### src/rtl/vga_pkg.sv
// vga_pkg: shared 640x480@60 timing defaults and coordinate types for the VGA pipeline
package vga_pkg;
    localparam int COORD_W      = 10;
    localparam int H_ACTIVE_DEF = 640;
    localparam int H_FP_DEF     = 16;
    localparam int H_SYNC_DEF   = 96;
    localparam int H_BP_DEF     = 48;
    localparam int V_ACTIVE_DEF = 480;
    localparam int V_FP_DEF     = 10;
    localparam int V_SYNC_DEF   = 2;
    localparam int V_BP_DEF     = 33;
    localparam int H_TOTAL_DEF  = H_ACTIVE_DEF + H_FP_DEF + H_SYNC_DEF + H_BP_DEF;
    localparam int V_TOTAL_DEF  = V_ACTIVE_DEF + V_FP_DEF + V_SYNC_DEF + V_BP_DEF;

    typedef struct packed {
        logic [COORD_W-1:0] x;
        logic [COORD_W-1:0] y;
        logic               hsync;
        logic               vsync;
        logic               video_on;
        logic               frame_start;
    } vga_out_t;
endpackage

### src/rtl/vga_pixel_tick.sv
// vga_pixel_tick: divide-by-4 pixel-rate enable
module vga_pixel_tick (
    input  logic clk,
    input  logic reset,
    output logic p_tick
);
    logic [1:0] div_q;

    // free-running 2-bit divider; the strobe marks its last phase
    always_ff @(posedge clk)
        div_q <= reset ? 2'd0 : div_q + 2'd1;

    assign p_tick = (div_q == 2'd3);
endmodule

### src/rtl/vga_sync.sv
// vga_sync: VGA timing generator; define VGA_SYNC_OUT_REG_EN for a one-pixel registered output stage
module vga_sync
    import vga_pkg::*;
#(
    parameter int H_ACTIVE = H_ACTIVE_DEF,
    parameter int H_FP     = H_FP_DEF,
    parameter int H_SYNC   = H_SYNC_DEF,
    parameter int H_BP     = H_BP_DEF,
    parameter int V_ACTIVE = V_ACTIVE_DEF,
    parameter int V_FP     = V_FP_DEF,
    parameter int V_SYNC   = V_SYNC_DEF,
    parameter int V_BP     = V_BP_DEF
) (
    input  logic               clk,
    input  logic               reset,
    output logic [COORD_W-1:0] x,
    output logic [COORD_W-1:0] y,
    output logic               hsync,
    output logic               vsync,
    output logic               video_on,
    output logic               p_tick,
    output logic               frame_start
);
    localparam int H_TOTAL = H_ACTIVE + H_FP + H_SYNC + H_BP;
    localparam int V_TOTAL = V_ACTIVE + V_FP + V_SYNC + V_BP;
    localparam logic [COORD_W-1:0] H_MAX    = COORD_W'(H_TOTAL - 1);
    localparam logic [COORD_W-1:0] V_MAX    = COORD_W'(V_TOTAL - 1);
    localparam logic [COORD_W-1:0] H_ACT    = COORD_W'(H_ACTIVE);
    localparam logic [COORD_W-1:0] V_ACT    = COORD_W'(V_ACTIVE);
    localparam logic [COORD_W-1:0] HS_FIRST = COORD_W'(H_ACTIVE + H_FP);
    localparam logic [COORD_W-1:0] HS_LAST  = COORD_W'(H_ACTIVE + H_FP + H_SYNC - 1);
    localparam logic [COORD_W-1:0] VS_FIRST = COORD_W'(V_ACTIVE + V_FP);
    localparam logic [COORD_W-1:0] VS_LAST  = COORD_W'(V_ACTIVE + V_FP + V_SYNC - 1);

    logic [COORD_W-1:0] h_q, h_d, v_q, v_d;
    logic               hsync_q, hsync_d, vsync_q, vsync_d, video_on_q, video_on_d;
    logic               h_wrap, tick;
    vga_out_t           cur;

    vga_pixel_tick u_tick (
        .clk    (clk),
        .reset  (reset),
        .p_tick (tick)
    );

    // next counts, with strobes decoded from them so the flops line up with the new coordinates
    always_comb begin
        h_wrap     = tick && (h_q == H_MAX);
        h_d        = !tick ? h_q : h_wrap ? '0 : h_q + 1'b1;
        v_d        = !h_wrap ? v_q : (v_q == V_MAX) ? '0 : v_q + 1'b1;
        hsync_d    = !(h_d >= HS_FIRST && h_d <= HS_LAST);
        vsync_d    = !(v_d >= VS_FIRST && v_d <= VS_LAST);
        video_on_d = (h_d < H_ACT) && (v_d < V_ACT);
    end

    // counters and registered strobes; reset restarts the frame at (0,0)
    always_ff @(posedge clk) begin
        if (reset) begin
            h_q        <= '0;
            v_q        <= '0;
            hsync_q    <= 1'b1;
            vsync_q    <= 1'b1;
            video_on_q <= 1'b1;
        end else begin
            h_q        <= h_d;
            v_q        <= v_d;
            hsync_q    <= hsync_d;
            vsync_q    <= vsync_d;
            video_on_q <= video_on_d;
        end
    end

    assign cur = '{x: h_q, y: v_q, hsync: hsync_q, vsync: vsync_q, video_on: video_on_q,
                   frame_start: tick && (h_q == H_MAX) && (v_q == V_MAX)};
    assign p_tick = tick;

`ifdef VGA_SYNC_OUT_REG_EN
    vga_out_t out_q;

    // one-pixel output stage; frame_start is re-qualified by p_tick so it stays a one-clk pulse
    always_ff @(posedge clk) begin
        if (reset)
            out_q <= '{x: '0, y: '0, hsync: 1'b1, vsync: 1'b1, video_on: 1'b1, frame_start: 1'b0};
        else if (tick)
            out_q <= cur;
    end

    assign {x, y, hsync, vsync, video_on, frame_start} =
        {out_q.x, out_q.y, out_q.hsync, out_q.vsync, out_q.video_on, out_q.frame_start & tick};
`else
    assign {x, y, hsync, vsync, video_on, frame_start} = cur;
`endif
endmodule

### config.mk
export PLATFORM = sky130hd
export DESIGN_NAME = vga_sync
export DESIGN_NICKNAME = d
export VERILOG_FILES = /design/src/rtl/vga_pkg.sv /design/src/rtl/vga_pixel_tick.sv /design/src/rtl/vga_sync.sv
export SDC_FILE = /design/constraint.sdc
export NUM_CORES = 1
export LEC_CHECK = 0
export BUFFER_PORTS_ARGS = -buffer_cell sky130_fd_sc_hd__buf_2
export CAP_MARGIN = 20
export CORE_MARGIN = 2
export CORE_UTILIZATION = 49
export CTS_CLUSTER_SIZE = 12
export DETAILED_ROUTE_END_ITERATION = 8
export PLACE_DENSITY = 0.75
export SYNTH_ARGS = -nofsm -noshare
export SYNTH_HDL_FRONTEND = slang
export SYNTH_SLANG_ARGS = --single-unit
### constraint.sdc
create_clock -name clk -period 1.8 [get_ports clk]
set_clock_uncertainty 0.05 [all_clocks]
set_input_delay 0.18 -clock clk [delete_from_list [all_inputs] [get_ports clk]]
set_output_delay 0.18 -clock clk [all_outputs]
set_load 0.02 [all_outputs]
## Yosys cells after proc, flatten, opt, wreduce, memory -nomap -nowiden

Cells that the tools add are included.

| storage, ports and cells | value |
|---|---|
| output and inout bits | 25 |
| logic and storage cells | 29 |
| flip-flop bits (word level) | 25 |
| input bits | 2 |

| cells by class | value |
|---|---|
| reductions and logical operators | 7 |
| mux-type cells | 4 |
| add/sub/neg operators | 3 |
| $lt $le $gt $ge | 6 |
| eq/ne operators | 3 |

Operator list:

| cell | number |
|---|---|
| 10-bit 2-to-1 mux | 4 |
| 10-bit by 1-bit adder with 10-bit output (second input constant) | 2 |
| 10-bit equality test (second input constant) | 2 |
| 10-bit >= comparator (second input constant) | 1 |
| 10-bit by 9-bit >= comparator with 1-bit output (second input constant) | 1 |
| 10-bit <= comparator (second input constant) | 1 |
| 10-bit by 9-bit <= comparator with 1-bit output (second input constant) | 1 |
| 10-bit < comparator (second input constant) | 1 |
| 10-bit by 9-bit < comparator with 1-bit output (second input constant) | 1 |
| 1-bit logical AND | 5 |
| 2-bit by 1-bit adder with 2-bit output (second input constant) | 1 |
| 2-bit equality test (second input constant) | 1 |
| 1-bit zero test | 2 |

## Depth between registers and ports, before layout

| depth | value |
|---|---|
| depth after elaboration | 7 |
| depth in mapped cells | 9 |

## Cells and area by module

A second synthesis with hierarchy kept.

| second synthesis, totals | value |
|---|---|
| cell total of the unflattened synthesis | 173 |
| area total of the unflattened synthesis | 1,453.9 µm² |

By module, submodules not included:

| module | cells each | area an instance (µm²) | seq. area each (µm²) | instances |
|---|---|---|---|---|
| vga_sync | 168 | 1,391.3 | 460.4 | 1 |
| vga_pixel_tick | 5 | 62.6 | 40.0 | 1 |

## Worst setup path before layout

OpenSTA, ideal clock, no wires.

| timing | value |
|---|---|
| kind | reg2reg |
| from | register u_tick.div_q[0] |
| to | register vsync_q, in the netlist vsync |
| required time | 1.612 ns |
| data arrival time | 1.960 ns |
| buffers on the path | 2 |
| setup slack | -0.348 ns |
| cell stages (with the launch flop) | 9 |
| clock period less this slack | 2.148 ns |
| library setup time | 0.138 ns |
| path through | dfxtp_1 ha_1 buf_4 and3_1 buf_2 nand4bb_1 or4_4 a22oi_2 nand4_1 |

| between the ends | value |
|---|---|
| cells in the longest elaborated chain, start to end | 6 |
| elaborated cells between the ends (all ways) | 7 |

Ends and longest elaborated chain:

| item | line | RTL |
|---|---|---|
| start, declared | vga_pixel_tick.sv:7 | `logic [1:0] div_q;` |
| start signal, assigned | vga_pixel_tick.sv:11 | `div_q <= reset ? 2'd0 : div_q + 2'd1;` |
| 2-bit equality test * | vga_pixel_tick.sv:13 | `assign p_tick = (div_q == 2'd3);` |
| net p_tick | vga_sync.sv:21 | `output logic p_tick,` |
| 1-bit logical AND * | vga_sync.sv:48 | `h_wrap = tick && (h_q == H_MAX);` |
| 10-bit 2-to-1 mux * | vga_sync.sv:50 | `v_d = !h_wrap ? v_q : (v_q == V_MAX) ? '0 : v_q + 1'b1;` |
| 10-bit by 9-bit >= comparator with 1-bit output or 10-bit by 9-bit <= comparator with 1-bit output (tied branches) | vga_sync.sv:52 | `vsync_d = !(v_d >= VS_FIRST && v_d <= VS_LAST);` |
| 1-bit logical AND * | vga_sync.sv:52 |  |
| 1-bit zero test * | vga_sync.sv:52 |  |
| end signal, assigned | vga_sync.sv:68 | `vsync_q <= vsync_d;` |
| end, declared | vga_sync.sv:36 | `logic hsync_q, hsync_d, vsync_q, vsync_d, video_on_q, video_on_d;` |

Mark *: on every way through the listed nets, which the timed path passes. The rest lies on a longest branch.
A chain may end at the register's enable or synchronous reset.

## Worst setup path after layout

| timing | value |
|---|---|
| from | register v_q[5], in the netlist y[5] |
| to | output port frame_start |

| between the ends | value |
|---|---|
| cells in the longest elaborated chain, start to end | 2 |

Ends and longest elaborated chain:

| item | line | RTL |
|---|---|---|
| start, declared | vga_sync.sv:35 | `logic [COORD_W-1:0] h_q, h_d, v_q, v_d;` |
| start signal, assigned | vga_sync.sv:66 | `v_q <= v_d;` |
| 10-bit equality test | vga_sync.sv:74 | `frame_start: tick && (h_q == H_MAX) && (v_q == V_MAX)};` |
| 1-bit logical AND | vga_sync.sv:74 |  |
| end, declared | vga_sync.sv:22 | `output logic frame_start` |

No other way between the ends.

==> impl_metrics.json <==
{
  "netlist_instances": 162,
  "ys_ff_latch": 25,
  "drt_drc_violations_left": 0,
  "cts_buffer_depth": 2,
  "detailedRoute.firstPassIterationCount": 7,
  "cts_sinks": 25,
  "antenna_cells": 0,
  "clock_tree.htree_level_count": 1,
  "proportion_of_register_bits_with_asynchronous_set_or_reset_after_synthesis_pct": 0,
  "synth_edf_count": 0,
  "drv_slew": 0,
  "nFillCells": 206,
  "area_of_the_die_um2": 3320,
  "final_cell_mix": "31 x sky130_fd_sc_hd__buf_4, 25 x sky130_fd_sc_hd__buf_2, 21 x sky130_fd_sc_hd__nor2_1, 15 x sky130_fd_sc_hd__dfxtp_1, 9 x sky130_fd_sc_hd__xor2_1",
  "yosysSeqAreaShare_pct": 35.6,
  "worst_ep_arrival_ps": 1810,
  "grt_util_all_layers_pct": 24.5,
  "clk_transition_reported_paths_ps": 140,
  "pwr-share-seq_pct": 65.2,
  "synth_top_flop_cell": "sky130_fd_sc_hd__dfxtp_1",
  "timing.final.setup_violations": 4,
  "grt_max_degree": 15,
  "hold_path.class": "in -> reg",
  "route.antenna.remaining_nets": 0,
  "outcome": "complete, but fails checks",
  "place_area_um2": 1800,
  "ctsRootBufferMaster": "sky130_fd_sc_hd__clkbuf_4",
  "layout-drive-gt1-share_pct": 44.7,
  "tritoncts": "done",
  "power_report.internal_total_uw": 661,
  "maxClockFrequency_mhz": 491,
  "relSlewSlack_pct": 72.7,
  "worstPathRequired_ps": 1570,
  "grt_pass1_vias": 1410,
  "critical_path_class": "reg -> out",
  "postLayoutCellArea_um2": 1980,
  "gpl.final_weighted_congestion": 0.896,
  "grt_antenna_before_repair": 0,
  "syn_nets": 168,
  "power_switching_share_pct": 23.5,
  "violation_count_after_the_first_detailed_route_iteration": 75,
  "net-switching-power_uw": 202,
  "final_cells": 250,
  "synth.distinct_cells": 45,
  "global_route_wire_length_before_repair_um": 6310,
  "holdBufCountCts": 0,
  "max_capacitance_violation_count": 0,
  "coreArea_um2": 2730,
  "clock_latency_late_sink_ps": 330,
  "p_comb_share_pct": 4.4,
  "peakVddDrop_uv": 377,
  "place.detailed.hpwl_um": 2730,
  "end_kind": "output port",
  "final_net_count": 226,
  "layout.cells.most_common": "sky130_fd_sc_hd__buf_4",
  "finalPower_uw": 863,
  "report.final.hold_viol_count": 0,
  "post-route-period-util_pct": 113,
  "unrepaired_setup_endpoints_after_global_routing": "yes",
  "die_h_um": 57.6,
  "power_density_nw_per_um2": 437,
  "design.portCount": 27,
  "area_delta_synth_final_pct": 40.4,
  "dieWidth_um": 57.6,
  "avgViaCountPerCell": 6.05,
  "routedWlPerCell_um": 16.0,
  "post_syn_area_per_cell_um2": 8.69,
  "setup.worst_path.start_class": "flip-flop",
  "syn-cell-area_um2": 1410,
  "tightest_pin_transition_ps": 407,
  "dp_worst_setup_slack_ps": -84.0,
  "fp-row-count": 19,
  "port_buffer_count": 26,
  "share_clk_of_total_power_pct": 30.4,
  "numCtsBuffers": 3,
  "drt_wl_total_um": 4010,
  "floorplan.initialDensity_pct": 51.5,
  "p_leak_nw": 0.856,
  "min_period_ps": 2040,
  "via_count": 1513,
  "synth-warning-count": 0,
  "gr-total-overflow": 0,
  "failed_checks": "setup timing",
  "worst_slack_ps": -238,
  "crit_fanout": 5,
  "post-place-cells": 241
}
## power by group through the flow
stage          registers, mW  clock network, mW  logic [mW]
2_1_floorplan          0.578                  0      0.0227
3_3_place_gp           0.575                  0      0.0358
3_5_place_dp           0.576                  0      0.0370
4_1_cts                0.564              0.265      0.0379
5_1_grt                0.563              0.291      0.0430
6_report               0.562              0.262      0.0382
## stage by stage
| step | utilization, % | hold WS (ps) | setup TNS, ps |
|---|---|---|---|
| 6_report | 72.3 | 137 | -483 |
| 5_1_grt | 72.3 | 145 | -909 |
| 4_1_cts | 69.8 | 145 | -346 |
| 3_5_place_dp | 65.7 | 367 | -132 |
| 3_3_place_gp | 65.7 | 364 | 0 |
| 2_1_floorplan | - | 326 | -234 |
## Yosys cell counts, types with 3 or more instances
| library cell | instances | area (µm²) |
|---|---|---|
| sky130_fd_sc_hd__a21oi_1 | 8 | 40.0 |
| sky130_fd_sc_hd__clkbuf_1 | 3 | 11.3 |
| sky130_fd_sc_hd__ha_1 | 4 | 50.1 |
| sky130_fd_sc_hd__nand2_1 | 8 | 30.0 |
| sky130_fd_sc_hd__buf_2 | 4 | 20.0 |
| sky130_fd_sc_hd__nor2_1 | 22 | 82.6 |
| sky130_fd_sc_hd__and3_1 | 3 | 18.8 |
| sky130_fd_sc_hd__buf_4 | 3 | 22.5 |
| sky130_fd_sc_hd__dfxtp_1 | 25 | 500 |
| sky130_fd_sc_hd__xor2_1 | 9 | 78.8 |
| sky130_fd_sc_hd__nor3_1 | 3 | 15.0 |
| sky130_fd_sc_hd__a211oi_1 | 3 | 22.5 |
| sky130_fd_sc_hd__o211ai_1 | 3 | 22.5 |
| sky130_fd_sc_hd__nand3_1 | 10 | 50.1 |
| sky130_fd_sc_hd__xnor2_1 | 4 | 35.0 |
| sky130_fd_sc_hd__and4_1 | 4 | 35.0 |
| sky130_fd_sc_hd__nand4_1 | 8 | 50.1 |
| sky130_fd_sc_hd__nor2b_1 | 4 | 25.0 |
## metal layers
metal | part of all wire, % | track usage, % | vias up
met4 | 1.9 | 10.6 | 0
li1 | - | - | 699
met3 | 7.1 | 3.85 | 9
met5 | 0 | 0 | -
met1 | 43 | 32.1 | 722
met2 | 48 | 39.8 | 83
## area by class of cell
| type | instances | area [µm²] | area share, % |
|---|---|---|---|
| well taps | 31 | 38.8 | 1.96 |
| clock buffers | 4 | 26.3 | 1.33 |
| multi-input cells | 124 | 930 | 47.0 |
| repair buffers | 64 | 457 | 23.1 |
| flip-flops and latches | 25 | 518 | 26.2 |
| inverters | 2 | 7.51 | 0.380 |
## kinds of logic (layout without fill, tap and decap cells)
family,after synthesis,count (layout),synth area share [%]
buf+inv,13,70,5.16
simple gates,80,80,34.0
flops,25,25,35.6
compound gates,25,25,12.2
fa+ha+maj,4,4,3.56
mux,2,2,1.42
xor+xnor,13,13,8.09
## worst max-delay path, stage by stage (launching register included)
cell,delay [ps]
sky130_fd_sc_hd__dfxtp_4,390
sky130_fd_sc_hd__or3_4,370
sky130_fd_sc_hd__nor4_4,390
sky130_fd_sc_hd__and2_4,230
sky130_fd_sc_hd__buf_6,110
## flip-flops by register name, indices dropped and copies added, names as in the netlist
name,cells
hsync,1
u_tick.div_q,2
video_on,1
vsync,1
x,10
y,10
## worst paths after layout
path	start	cells past startpoint	slack (ps)	endpoint
max	y[5]	4	-240	frame_start
min	reset	2	140	u_tick.div_q[0]
max reg2reg	x[1]	8	-130	vsync
min reg2reg	u_tick.div_q[0]	1	380	u_tick.div_q[0]
## what timing repair did
action,CTS,global route
pin swaps,5,14
gates cloned,0,0
gates resized for setup,11,15
setup buffers,4,2
setup endpoints to repair,4,9
Power figures use the tool's default switching activity.
